[src/rtl/tl45_memory_ls.sv]
// tl45 memory stage: issues one pipelined-Wishbone transfer per load/store/IO op,
// applies byte lanes and extension, and reports alignment, bus-error and timeout faults.
module tl45_memory_ls #(
  parameter int unsigned     AW      = 30,
  parameter logic [AW-15:0]  IO_HI   = 16'h00FF,
  parameter int unsigned     TIMEOUT = 255,
  parameter logic [31:0]     ERR_VAL = 32'h13371337
) (
  input  logic          i_clk,
  input  logic          i_reset,
  input  logic          i_pipe_stall,
  output logic          o_pipe_stall,

  output logic          o_wb_cyc,
  output logic          o_wb_stb,
  output logic          o_wb_we,
  output logic [AW-1:0] o_wb_addr,
  output logic [31:0]   o_wb_data,
  output logic [3:0]    o_wb_sel,
  input  logic          i_wb_ack,
  input  logic          i_wb_stall,
  input  logic          i_wb_err,
  input  logic [31:0]   i_wb_data,

  input  logic [4:0]    i_buf_opcode,
  input  logic [3:0]    i_buf_dr,
  input  logic [31:0]   i_buf_sr1_val,
  input  logic [31:0]   i_buf_sr2_val,
  input  logic [31:0]   i_buf_imm,

  output logic [3:0]    o_buf_dr,
  output logic [31:0]   o_buf_val,
  output logic          o_fault,
  output logic [1:0]    o_fault_cause
);

  localparam logic [15:0] TIMEOUT_CNT = 16'(TIMEOUT);
  localparam bit          TIMEOUT_EN  = (TIMEOUT != 0);

  typedef enum logic [4:0] {
    OP_IN  = 5'h10,
    OP_OUT = 5'h11,
    OP_LW  = 5'h14,
    OP_SW  = 5'h15,
    OP_LB  = 5'h16,
    OP_LBU = 5'h17,
    OP_LH  = 5'h18,
    OP_LHU = 5'h19,
    OP_SB  = 5'h1A,
    OP_SH  = 5'h1B
  } opcode_e;

  typedef enum logic [1:0] {
    SZ_BYTE = 2'd0,
    SZ_HALF = 2'd1,
    SZ_WORD = 2'd2
  } size_e;

  typedef enum logic [2:0] {
    IDLE,
    STROBE,
    WAIT_ACK,
    HOLD,
    OUT
  } state_e;

  typedef enum logic [1:0] {
    CAUSE_NONE    = 2'b00,
    CAUSE_ALIGN   = 2'b01,
    CAUSE_BUS     = 2'b10,
    CAUSE_TIMEOUT = 2'b11
  } cause_e;

  typedef struct packed {
    logic  valid;
    logic  io;
    logic  write;
    logic  sign;
    size_e size;
  } dec_t;

  state_e        state, state_next;
  dec_t          dec;

  logic [31:0]   ea;
  logic [1:0]    lane;
  logic [31:0]   store_src;
  logic          misaligned;
  logic          launch;
  logic          go_strobe;
  logic [AW-1:0] launch_addr;
  logic [3:0]    launch_sel;
  logic [31:0]   launch_data;

  logic [3:0]    req_dr;
  logic [AW-1:0] req_addr;
  logic [3:0]    req_sel;
  logic [31:0]   req_data;
  logic          req_we;
  size_e         req_size;
  logic          req_sign;
  logic [1:0]    req_lane;

  logic [3:0]    res_dr;
  logic [31:0]   res_val;
  cause_e        res_cause;

  logic [15:0]   wait_cnt, wait_cnt_next;
  logic          finish;
  cause_e        fin_cause;
  logic [3:0]    out_dr;
  logic [31:0]   out_val;
  cause_e        out_cause;

  logic [7:0]    ld_byte;
  logic [15:0]   ld_half;
  logic [31:0]   load_val;

  // NOTE: every variable written in an always_comb gets a default first, so no path can infer a latch.
  always_comb begin
    dec = '0;
    case (i_buf_opcode)
      OP_IN:  begin dec.valid = 1'b1; dec.io = 1'b1; dec.size = SZ_WORD; end
      OP_OUT: begin dec.valid = 1'b1; dec.io = 1'b1; dec.write = 1'b1; dec.size = SZ_WORD; end
      OP_LW:  begin dec.valid = 1'b1; dec.size = SZ_WORD; end
      OP_SW:  begin dec.valid = 1'b1; dec.write = 1'b1; dec.size = SZ_WORD; end
      OP_LB:  begin dec.valid = 1'b1; dec.sign = 1'b1; dec.size = SZ_BYTE; end
      OP_LBU: begin dec.valid = 1'b1; dec.size = SZ_BYTE; end
      OP_LH:  begin dec.valid = 1'b1; dec.sign = 1'b1; dec.size = SZ_HALF; end
      OP_LHU: begin dec.valid = 1'b1; dec.size = SZ_HALF; end
      OP_SB:  begin dec.valid = 1'b1; dec.write = 1'b1; dec.size = SZ_BYTE; end
      OP_SH:  begin dec.valid = 1'b1; dec.write = 1'b1; dec.size = SZ_HALF; end
      default: ;
    endcase
  end

  assign ea          = i_buf_sr1_val + i_buf_imm;
  assign lane        = dec.io ? 2'b00 : ea[1:0];
  assign launch_addr = dec.io ? {IO_HI, i_buf_imm[13:0]} : ea[AW+1:2];
  assign store_src   = dec.io ? i_buf_sr1_val : i_buf_sr2_val;
  assign misaligned  = !dec.io && (((dec.size == SZ_HALF) && lane[0]) ||
                                   ((dec.size == SZ_WORD) && (lane != 2'b00)));
  assign launch      = (state == IDLE) && dec.valid && !i_pipe_stall;
  assign go_strobe   = launch && !misaligned;

  always_comb begin
    launch_sel  = 4'b1111;
    launch_data = '0;
    case (dec.size)
      SZ_BYTE: launch_sel = 4'b0001 << lane;
      SZ_HALF: launch_sel = lane[1] ? 4'b1100 : 4'b0011;
      default: launch_sel = 4'b1111;
    endcase
    if (dec.write) begin
      case (dec.size)
        SZ_BYTE: launch_data = {4{store_src[7:0]}};
        SZ_HALF: launch_data = {2{store_src[15:0]}};
        default: launch_data = store_src;
      endcase
    end
  end

  // Read data is steered with the lane captured at launch, never the live operands.
  always_comb begin
    ld_byte = i_wb_data[7:0];
    case (req_lane)
      2'd1:    ld_byte = i_wb_data[15:8];
      2'd2:    ld_byte = i_wb_data[23:16];
      2'd3:    ld_byte = i_wb_data[31:24];
      default: ld_byte = i_wb_data[7:0];
    endcase
    ld_half = req_lane[1] ? i_wb_data[31:16] : i_wb_data[15:0];
    case (req_size)
      SZ_BYTE: load_val = {{24{req_sign & ld_byte[7]}}, ld_byte};
      SZ_HALF: load_val = {{16{req_sign & ld_half[15]}}, ld_half};
      default: load_val = i_wb_data;
    endcase
  end

  always_comb begin
    state_next    = state;
    wait_cnt_next = wait_cnt;
    finish        = 1'b0;
    fin_cause     = CAUSE_NONE;
    out_dr        = '0;
    out_val       = '0;
    out_cause     = CAUSE_NONE;

    case (state)
      IDLE: begin
        if (launch) begin
          state_next = misaligned ? OUT : STROBE;
          if (misaligned) out_cause = CAUSE_ALIGN;
        end
      end
      STROBE: begin
        if (!i_wb_stall) begin
          wait_cnt_next = '0;
          if (i_wb_ack || i_wb_err) begin
            finish    = 1'b1;
            fin_cause = i_wb_err ? CAUSE_BUS : CAUSE_NONE;
          end else begin
            state_next = WAIT_ACK;
          end
        end
      end
      WAIT_ACK: begin
        if (i_wb_ack || i_wb_err) begin
          finish    = 1'b1;
          fin_cause = i_wb_err ? CAUSE_BUS : CAUSE_NONE;
        end else if (TIMEOUT_EN && (wait_cnt + 16'd1 == TIMEOUT_CNT)) begin
          finish    = 1'b1;
          fin_cause = CAUSE_TIMEOUT;
        end else begin
          wait_cnt_next = wait_cnt + 16'd1;
        end
      end
      HOLD: begin
        if (!i_pipe_stall) begin
          state_next = OUT;
          out_dr     = res_dr;
          out_val    = res_val;
          out_cause  = res_cause;
        end
      end
      OUT:     state_next = IDLE;
      default: state_next = IDLE;
    endcase

    // Stores report no writeback even when the bus faults; loads substitute ERR_VAL.
    if (finish) begin
      state_next = i_pipe_stall ? HOLD : OUT;
      out_dr     = req_we ? 4'd0 : req_dr;
      out_val    = req_we ? 32'd0 : ((fin_cause == CAUSE_NONE) ? load_val : ERR_VAL);
      out_cause  = fin_cause;
    end
  end

  // NOTE: sequential state uses non-blocking assignments only, so every register samples pre-edge values.
  always_ff @(posedge i_clk) begin
    if (i_reset) begin
      state         <= IDLE;
      wait_cnt      <= '0;
      o_buf_dr      <= '0;
      o_buf_val     <= '0;
      o_fault       <= 1'b0;
      o_fault_cause <= '0;
    end else begin
      state    <= state_next;
      wait_cnt <= wait_cnt_next;
      if (state_next == OUT) begin
        o_buf_dr      <= out_dr;
        o_buf_val     <= out_val;
        o_fault       <= (out_cause != CAUSE_NONE);
        o_fault_cause <= out_cause;
      end else begin
        o_buf_dr      <= '0;
        o_buf_val     <= '0;
        o_fault       <= 1'b0;
        o_fault_cause <= '0;
      end
    end
  end

  // NOTE: request and result holding registers are left unreset; the state register gates every use of them.
  always_ff @(posedge i_clk) begin
    if (go_strobe) begin
      req_dr   <= i_buf_dr;
      req_addr <= launch_addr;
      req_sel  <= launch_sel;
      req_data <= launch_data;
      req_we   <= dec.write;
      req_size <= dec.size;
      req_sign <= dec.sign;
      req_lane <= lane;
    end
    if (finish) begin
      res_dr    <= out_dr;
      res_val   <= out_val;
      res_cause <= out_cause;
    end
  end

  assign o_wb_cyc  = (state == STROBE) || (state == WAIT_ACK);
  assign o_wb_stb  = (state == STROBE);
  assign o_wb_we   = o_wb_stb && req_we;
  assign o_wb_addr = o_wb_stb ? req_addr : '0;
  assign o_wb_data = o_wb_stb ? req_data : '0;
  assign o_wb_sel  = o_wb_stb ? req_sel  : '0;

  assign o_pipe_stall = i_pipe_stall || (state == STROBE) || (state == WAIT_ACK) ||
                        (state == HOLD) || ((state == IDLE) && dec.valid);

endmodule

[config.mk]
export PLATFORM = sky130hd
export DESIGN_NAME = tl45_memory_ls
export DESIGN_NICKNAME = d
export VERILOG_FILES = /design/src/rtl/tl45_memory_ls.sv
export SDC_FILE = /design/constraint.sdc
export NUM_CORES = 1
export LEC_CHECK = 0
export ABC_AREA = 1
export BUFFER_PORTS_ARGS = -buffer_cell sky130_fd_sc_hd__buf_2
export CORE_MARGIN = 3
export CORE_UTILIZATION = 45
export DETAILED_ROUTE_END_ITERATION = 8
export GPL_ROUTABILITY_DRIVEN = 1
export PLACE_DENSITY = 0.67
export SYNTH_ARGS = -nofsm -noshare
export SYNTH_HDL_FRONTEND = slang
export SYNTH_SLANG_ARGS = --single-unit
[constraint.sdc]
create_clock -name i_clk -period 10.7 [get_ports i_clk]
set_clock_uncertainty 0.1 [all_clocks]
set_input_delay 0 -clock i_clk [delete_from_list [all_inputs] [get_ports i_clk]]
set_output_delay 0 -clock i_clk [all_outputs]
set_load 0.01 [all_outputs]
==> results.md, run 1 <==
- Pleak: 6.44 nW
- Cell variety after synth: 49
- Reg2reg path depth: 10
- Setup crit end kind: flip-flop
- WS Path Type: flip-flop to flip-flop
- Post-synth top flop: edfxtp_1
- Hpwl dp: 25,700 um
- Max Fclk: 0.280 GHz
- Worst EP required: 10.96 ns
- Final Util: 0.587
- # clock sinks: 172
- Final number of max-transition violations: 0
- Commonest non-fill, non-tap cell in the layout: nand2_1
- Synth Area in Adders: 0.0407
- Asr flop ratio synth: 0
- Tmin final: 3.58 ns
- Hold depth: 4
- Reg clk slew, reported paths: 0.07 ns
- Post-Synth XOR/XNOR Area: 0.0132
- Netlist Area Pre-Place: 10,600 sq um
- Sequential share of the synthesized area: 0.432
- Die X: 160 um
- # setup viols final: 0
- RSZ-0062 raised after global routing: no
- TritonCTS clock tree: done
- Buffers on Ports: 251
- CP Max Fanout: 36
- 1st-pass router iterations: 5
- Routability Congestion: 0.989
- PD cells: 131 nW/um^2
- H-tree Lvls: 4
- ANT nets after route: 0
- Multi-input logic area: 5120 sq um
- Layout net count: 1,888
- Row cnt: 55
- Synthesized-area fraction occupied by and/or/nand/nor cells: 0.278
- Total Routed Length: 34,300 um
- Layout cell share with drive strength beyond 1: 0.208
- Critical Path Source Type: flip-flop
- Worst skew pair latency: 0.43 ns
- GRT Resource Usage Total: 0.263
- HP Class: input pin to flip-flop
- Clock buffer depth: 2
- Hold WS: 0.0111 ns
- Worst Tran Pin Value: 1.24 ns
- DRC Markers: 0
- Synth Area in Compound Gates: 0.149
- Status: finished clean
- P&R area growth vs syn: 26.6%
- Syn_area_per_cell: 7.53 sq um
- Buffers inserted by post-CTS timing repair: 0
- Post-synthesis cell count: 1,410
- # IOs: 252
- Fillers: 2,148
- First-pass GRT wire length: 53,600 um
- Die Area: 25,500 sq um
- Root Buffer: clkbuf_16
- DIE HEIGHT: 160 um
- Commonest non-fill, non-tap cells in the layout: nand2_1, buf_2, inv_1, nor2_1, edfxtp_1
- Flops & latches, synth: 172
- Maxcap violations: 0
- Combinational family with the most area after synthesis: simple AND/OR/NAND/NOR gates
- Worst-case vdd ir drop: 71.4 uV
- Final worst path period share: 0.334
- TritonCTS Buffers: 17
- Mean routed wirelength per cell: 16.8 um
- Post-synth EDFFs: 114
- Largest net degree at the start of global routing: 70
- Initial core utilization: 0.464
- FF/Latch Area: 4580 sq um
- Via-to-Cell Ratio: 5.26
- Synth warnings: 0
- Hold buffer count at CTS: 74
- CP Data Arrival Time: 3.83 ns
- Synth Net Count: 1,587
- Grt ovf: 0
- Vias in the first global route: 10,236
- Final Hold Viols: 0
- Antenna violations before repair: 4
- Resized cells post-CTS: 0
- Core area: 22,900 sq um
- Iter 0 DRT Violations: 845
- DR vias: 10,744
- Final TNS setup: 0 ns
- Rel. slew slack: 0.168
- Mux cell area share after synthesis: 0
-- power by group --
part           switching (mW)  leakage [nW]  internal, mW  total (mW)
Clock                   0.279         0.290         0.347       0.626
Sequential             0.0152          1.52         0.750       0.766
Combinational           0.233          4.64         0.132       0.365
-- cells in the mapped netlist (15+ instances only) --
| cell type | n | share of area |
|---|---|---|
| ha_1 | 33 | 0.039 |
| nand2_1 | 366 | 0.13 |
| edfxtp_1 | 114 | 0.32 |
| a21oi_1 | 105 | 0.049 |
| inv_1 | 178 | 0.063 |
| nor2_1 | 174 | 0.061 |
| nand3_1 | 67 | 0.032 |
| clkbuf_1 | 32 | 0.011 |
| o21ai_0 | 79 | 0.037 |
| dfxtp_1 | 58 | 0.11 |
| nand3_2 | 17 | 0.016 |
| nand4_1 | 18 | 0.011 |
| or2_2 | 15 | 0.0088 |
-- kinds of logic (layout without fill, tap and decap cells) --
| family | after synthesis | count (layout) |
|---|---|---|
| AOI/OAI and AO/OA | 267 | 267 |
| xor gates and xnor gates | 16 | 16 |
| adders and majority gates | 34 | 34 |
| buffers and inverters | 233 | 547 |
| DFF | 172 | 172 |
| other | 0 | 5 |
| and+or+nand+nor | 688 | 688 |
-- layout make-up --
cell class / count / area share
Antenna cell: 5 / 0.000930
Clock buffer: 22 / 0.0378
Clock inverter: 10 / 0.00661
Inverter: 182 / 0.0510
Multi-Input combinational cell: 1005 / 0.381
Sequential cell: 172 / 0.341
Tap cell: 313 / 0.0291
Timing Repair Buffer: 333 / 0.153
-- stage by stage --
step,power [mW],cells,setup WS (ns),cell area (sq um)
2_1_floorplan,0.998,1410,3.69,10600
3_3_place_gp,1.12,1931,7.23,12100
3_5_place_dp,1.12,1931,7.17,12100
4_1_cts,1.76,2037,7.13,13400
5_1_grt,1.84,2040,6.72,13400
6_report,1.76,2042,7.12,13400
-- worst max-delay path, cell delays in order, from the launching register on --
cell     delay [ns]
dfxtp_1        0.38
nand2_1        0.09
nor2_1         0.66
nand3_1        0.20
nor2_1         0.14
nand3_1        0.13
nor2_4         0.19
nand2_4        0.09
a21oi_4        0.96
o21ai_0        0.35
a21oi_1        0.21
-- per-layer routing --
layer	wire [um]	global-route usage
met5	0	0
met1	14400	0.345
met2	16400	0.438
met3	2480	0.0457
met4	988	0.0963
-- path summary, 6_finish.rpt --
| kind | startpoint | end | slack, ns |
|---|---|---|---|
| worst min-delay path | i_buf_imm[16] | req_addr[14] | 0.01 |
| worst min register to register | wait_cnt[14] | wait_cnt[14] | 0.39 |
| worst max-delay path | state[1] | o_buf_val[2] | 7.12 |
| worst max register to register | state[1] | o_buf_val[2] | 7.12 |
-- registers in the layout, summed over array words and instances (netlist names) --
signal and cells:
res_dr 4, req_we 1, req_dr 4, res_cause 2, req_size 2, req_sign 1
o_fault 1, req_data 32, req_sel 4, o_buf_val 32, state 3, res_val 32
req_addr 30, o_buf_dr 4, req_lane 2, o_fault_cause 2, wait_cnt 16
Note: power is estimated with default switching activity, not from simulation.
==> inputs of run 2 (changes only) <==
ABC_AREA = 0   (was 1)
PLACE_DENSITY = 0.7   (was 0.67)
clock period = 3.05 ns   (was 10.7 ns; I/O delays follow)
==> run 2 against run 1 <==
  * Die area decreased by 5.1%
  * Critical path type is now input pin to flip-flop
  * Routed wire length shrank 5.5%
  * Largest cell class unchanged
  * Sequential power increased to 3.6 times the previous value
  * Critical endpoint is now req_addr[26]
  * Global-route usage grew 0.14 points
  * Non-clock buffer count grew 72
  * Clock power grew to 3.4 times the previous value
  * Synthesized cell count is 24% lower
  * Flip-flop and latch count did not move
==> results.md, run 2 <==
- Netlist Area Pre-Place: 10,100 sq um (was 10,600 sq um)
- Hpwl dp: 22,300 um (was 25,700 um)
- Buffers on Ports: 251 (unchanged)
- Layout net count: 1,601 (was 1,888)
- Cell variety after synth: 66 (was 49)
- TritonCTS clock tree: done (unchanged)
- Slowest-stage cell, CP: dlygate4sd3_1 (was a21oi_4)
- Biggest area consumer among synthesized cells: edfxtp_1 (unchanged)
- Setup crit end kind: flip-flop (unchanged)
- Mean routed wirelength per cell: 18.9 um (was 16.8 um)
- # clock sinks: 172 (unchanged)
- Asr flop ratio synth: 0 (unchanged)
- Maxcap violations: 0 (unchanged)
- Grt ovf: 0 (unchanged)
- Post-synth top flop: edfxtp_1 (unchanged)
- DP Cell Count: 1,575 (was 1,931)
- GRT Resource Usage Total: 0.265 (was 0.263)
- Commonest non-fill, non-tap cells in the layout: buf_2, nand2_1, edfxtp_1, dlygate4sd3_1, a21oi_1 (was nand2_1, buf_2, inv_1, nor2_1, edfxtp_1)
- TritonCTS Buffers: 17 (unchanged)
- Status: finished clean (unchanged)
- Post-synthesis cell count: 1,072 (was 1,410)
- Worst-case vdd ir drop: 273 uV (was 71.4 uV)
- Share of the synthesized area in the top cell type: 0.340 (was 0.322)
- Pleak: 6.04 nW (was 6.44 nW)
- Row cnt: 54 (was 55)
- Fillers: 1,868 (was 2,148)
- PD cells: 479 nW/um^2 (was 131 nW/um^2)
- Commonest non-fill, non-tap cell in the layout: buf_2 (was nand2_1)
- CP Data Arrival Time: 3.01 ns (was 3.83 ns)
- Worst Tran Pin Value: 1.00 ns (was 1.24 ns)
- Tmin final: 2.94 ns
- Final number of max-transition violations: 0 (unchanged)
- 1st-pass router iterations: 6 (was 5)
- RSZ-0062 raised after global routing: no (unchanged)
- Worst skew pair latency: 0.43 ns (about the same)
- Final worst path period share: 0.963
- # setup viols final: 0 (unchanged)
- Crit-path max cell delay: 0.54 ns (was 0.96 ns)
- Crit-path cells: dlygate4sd3_1, buf_2, ha_1, fa_1, a21oi_1, o21ai_0, a311oi_1, buf_4, o21a_1, o2111ai_2, a41oi_2, xor2_1, nor2_1 (was nand2_1, nor2_1, nand3_1, nor2_1, nand3_1, nor2_4, nand2_4, a21oi_4, o21ai_0, a21oi_1)
- Final TNS setup: 0 ns (unchanged)
- Rel. slew slack: 0.328 (was 0.168)
- Die X: 156 um (was 160 um)
- Post-synth top cells: nand2_1, edfxtp_1, a21oi_1, and3_1 (was nand2_1, inv_1, nor2_1, edfxtp_1, a21oi_1)
- Hold depth: 3 (was 4)
- WS Path Type: input pin to flip-flop (was flip-flop to flip-flop)
- Cell Count, Final, Fillers Out: 1,718 (was 2,042)
- Layout cell share with drive strength beyond 1: 0.262 (was 0.208)
- HP Class: input pin to flip-flop (unchanged)
- CP Max Fanout: 4 (was 36)
- Syn_area_per_cell: 9.39 sq um (was 7.53 sq um)
- Top cells by area, synth: edfxtp_1, dfxtp_1, nand2_1 (was edfxtp_1, nand2_1, dfxtp_1)
- Routability Congestion: 0.927 (was 0.989)
- Biggest regs: o_buf_val (32), req_data (32), res_val (32) (unchanged)
- Antenna violations before repair: 1 (was 4)
- Iter 0 DRT Violations: 815 (was 845)
- DRC Markers: 0 (unchanged)
- Post-synth EDFFs: 114 (unchanged)
- Clock buffer depth: 2 (unchanged)
- P&R area growth vs syn: 34.8% (was 26.6%)
- Initial core utilization: 0.460 (was 0.464)
- DIE HEIGHT: 156 um (was 160 um)
- H-tree Lvls: 4 (unchanged)
- Synth Net Count: 1,249 (was 1,587)
- Total Routed Length: 32,400 um (was 34,300 um)
- Sequential share of the synthesized area: 0.455 (was 0.432)
- DR vias: 9,841 (was 10,744)
- Vias in the first global route: 9,541 (was 10,236)
- Count leader, synth: nand2_1 (unchanged)
- Synth warnings: 0 (unchanged)
- Core area: 21,900 sq um (was 22,900 sq um)
- ANT nets after route: 0 (unchanged)
- Reg clk slew, reported paths: 0.07 ns (about the same)
- Critical Path Source Type: input pin (was flip-flop)
- Worst EP required: 3.12 ns (was 10.96 ns)
- Root Buffer: clkbuf_16 (unchanged)
- Largest net degree at the start of global routing: 73 (was 70)
- Via-to-Cell Ratio: 5.73 (was 5.26)
- Reg2reg path depth: 10 (unchanged)
- Die Area: 24,200 sq um (was 25,500 sq um)
- Final Hold Viols: 0 (unchanged)
- First-pass GRT wire length: 51,200 um (was 53,600 um)
- Max Fclk: 0.341 GHz
- Flops & latches, synth: 172 (unchanged)
- # IOs: 252 (unchanged)
==> run 2: what timing repair did <==
action / CTS / global route
hold endpoints to repair: 109 / 0
pin swaps: 1 / 4
resized for setup: 0 / 10
hold buffers: 106 / 0
endpoints found under the setup margin: 2 / 100
buffers inserted: 0 / 4
==> run 2: where the power goes <==
| group | internal (mW) | switching, mW | leakage [nW] |
|---|---|---|---|
| registers | 2.69 | 0.0510 | 1.53 |
| logic | 0.673 | 0.929 | 4.23 |
| clock network | 1.13 | 1.03 | 0.274 |
==> run 2: logic make-up after synthesis <==
group / synth area share
compound gates: 0.183
xor+xnor: 0.0183
fa+ha+maj: 0.0430
buf+inv: 0.0389
flops: 0.455
mux: 0.0398
simple gates: 0.222
==> run 2: path summary, 6_finish.rpt <==
kind / startpoint / endpoint / slack (ns)
setup / recovery: i_buf_sr1_val[0] / req_addr[26] / 0.11
hold / removal: i_buf_sr2_val[16] / req_data[16] / 0.009
setup reg to reg: wait_cnt[0] / res_val[1] / 0.16
hold reg to reg: wait_cnt[0] / wait_cnt[0] / 0.39
==> run 2: per-layer routing <==
metal,vias to the layer above,GRT usage,part of all wire
li1,4651,-,-
met2,470,0.433,0.48
met3,84,0.0480,0.075
met1,4636,0.345,0.41
met4,0,0.117,0.041
met5,-,0,0
==> run 2: layout make-up <==
cell class | count | area [sq um] | share of cell area
antenna | 1 | 2.50 | 0.000184
clock buffer | 19 | 454 | 0.0335
clock inverter | 13 | 123 | 0.00904
inverter | 30 | 113 | 0.00830
multi-input combinational | 798 | 5180 | 0.382
sequential | 172 | 4590 | 0.338
tap | 280 | 350 | 0.0258
timing repair buffer | 405 | 2760 | 0.203
==> run 2: critical path, delay by kind of cell <==
kind	cells	cell delay, ns
xor gates and xnor gates	1	0.16
adders and majority gates	2	0.63
AOI/OAI and AO/OA	6	1.30
and+or+nand+nor	1	0.05
buffers and inverters	3	0.87
==> run 2: metrics by stage <==
stage / power (mW) / hold slack (ns) / utilization / instance area (sq um) / setup slack (ns)
floorplan: 3.67 / -0.00113 / - / 10100 / 0.0894
global placement: 4.22 / 0.0768 / 0.540 / 11800 / 0.126
detailed placement: 4.24 / 0.0792 / 0.540 / 11800 / 0.0273
CTS: 6.50 / 0.00379 / 0.615 / 13500 / 0.0205
global route: 6.79 / 0.0163 / 0.620 / 13600 / 0.00751
finish: 6.50 / 0.00885 / 0.620 / 13600 / 0.114
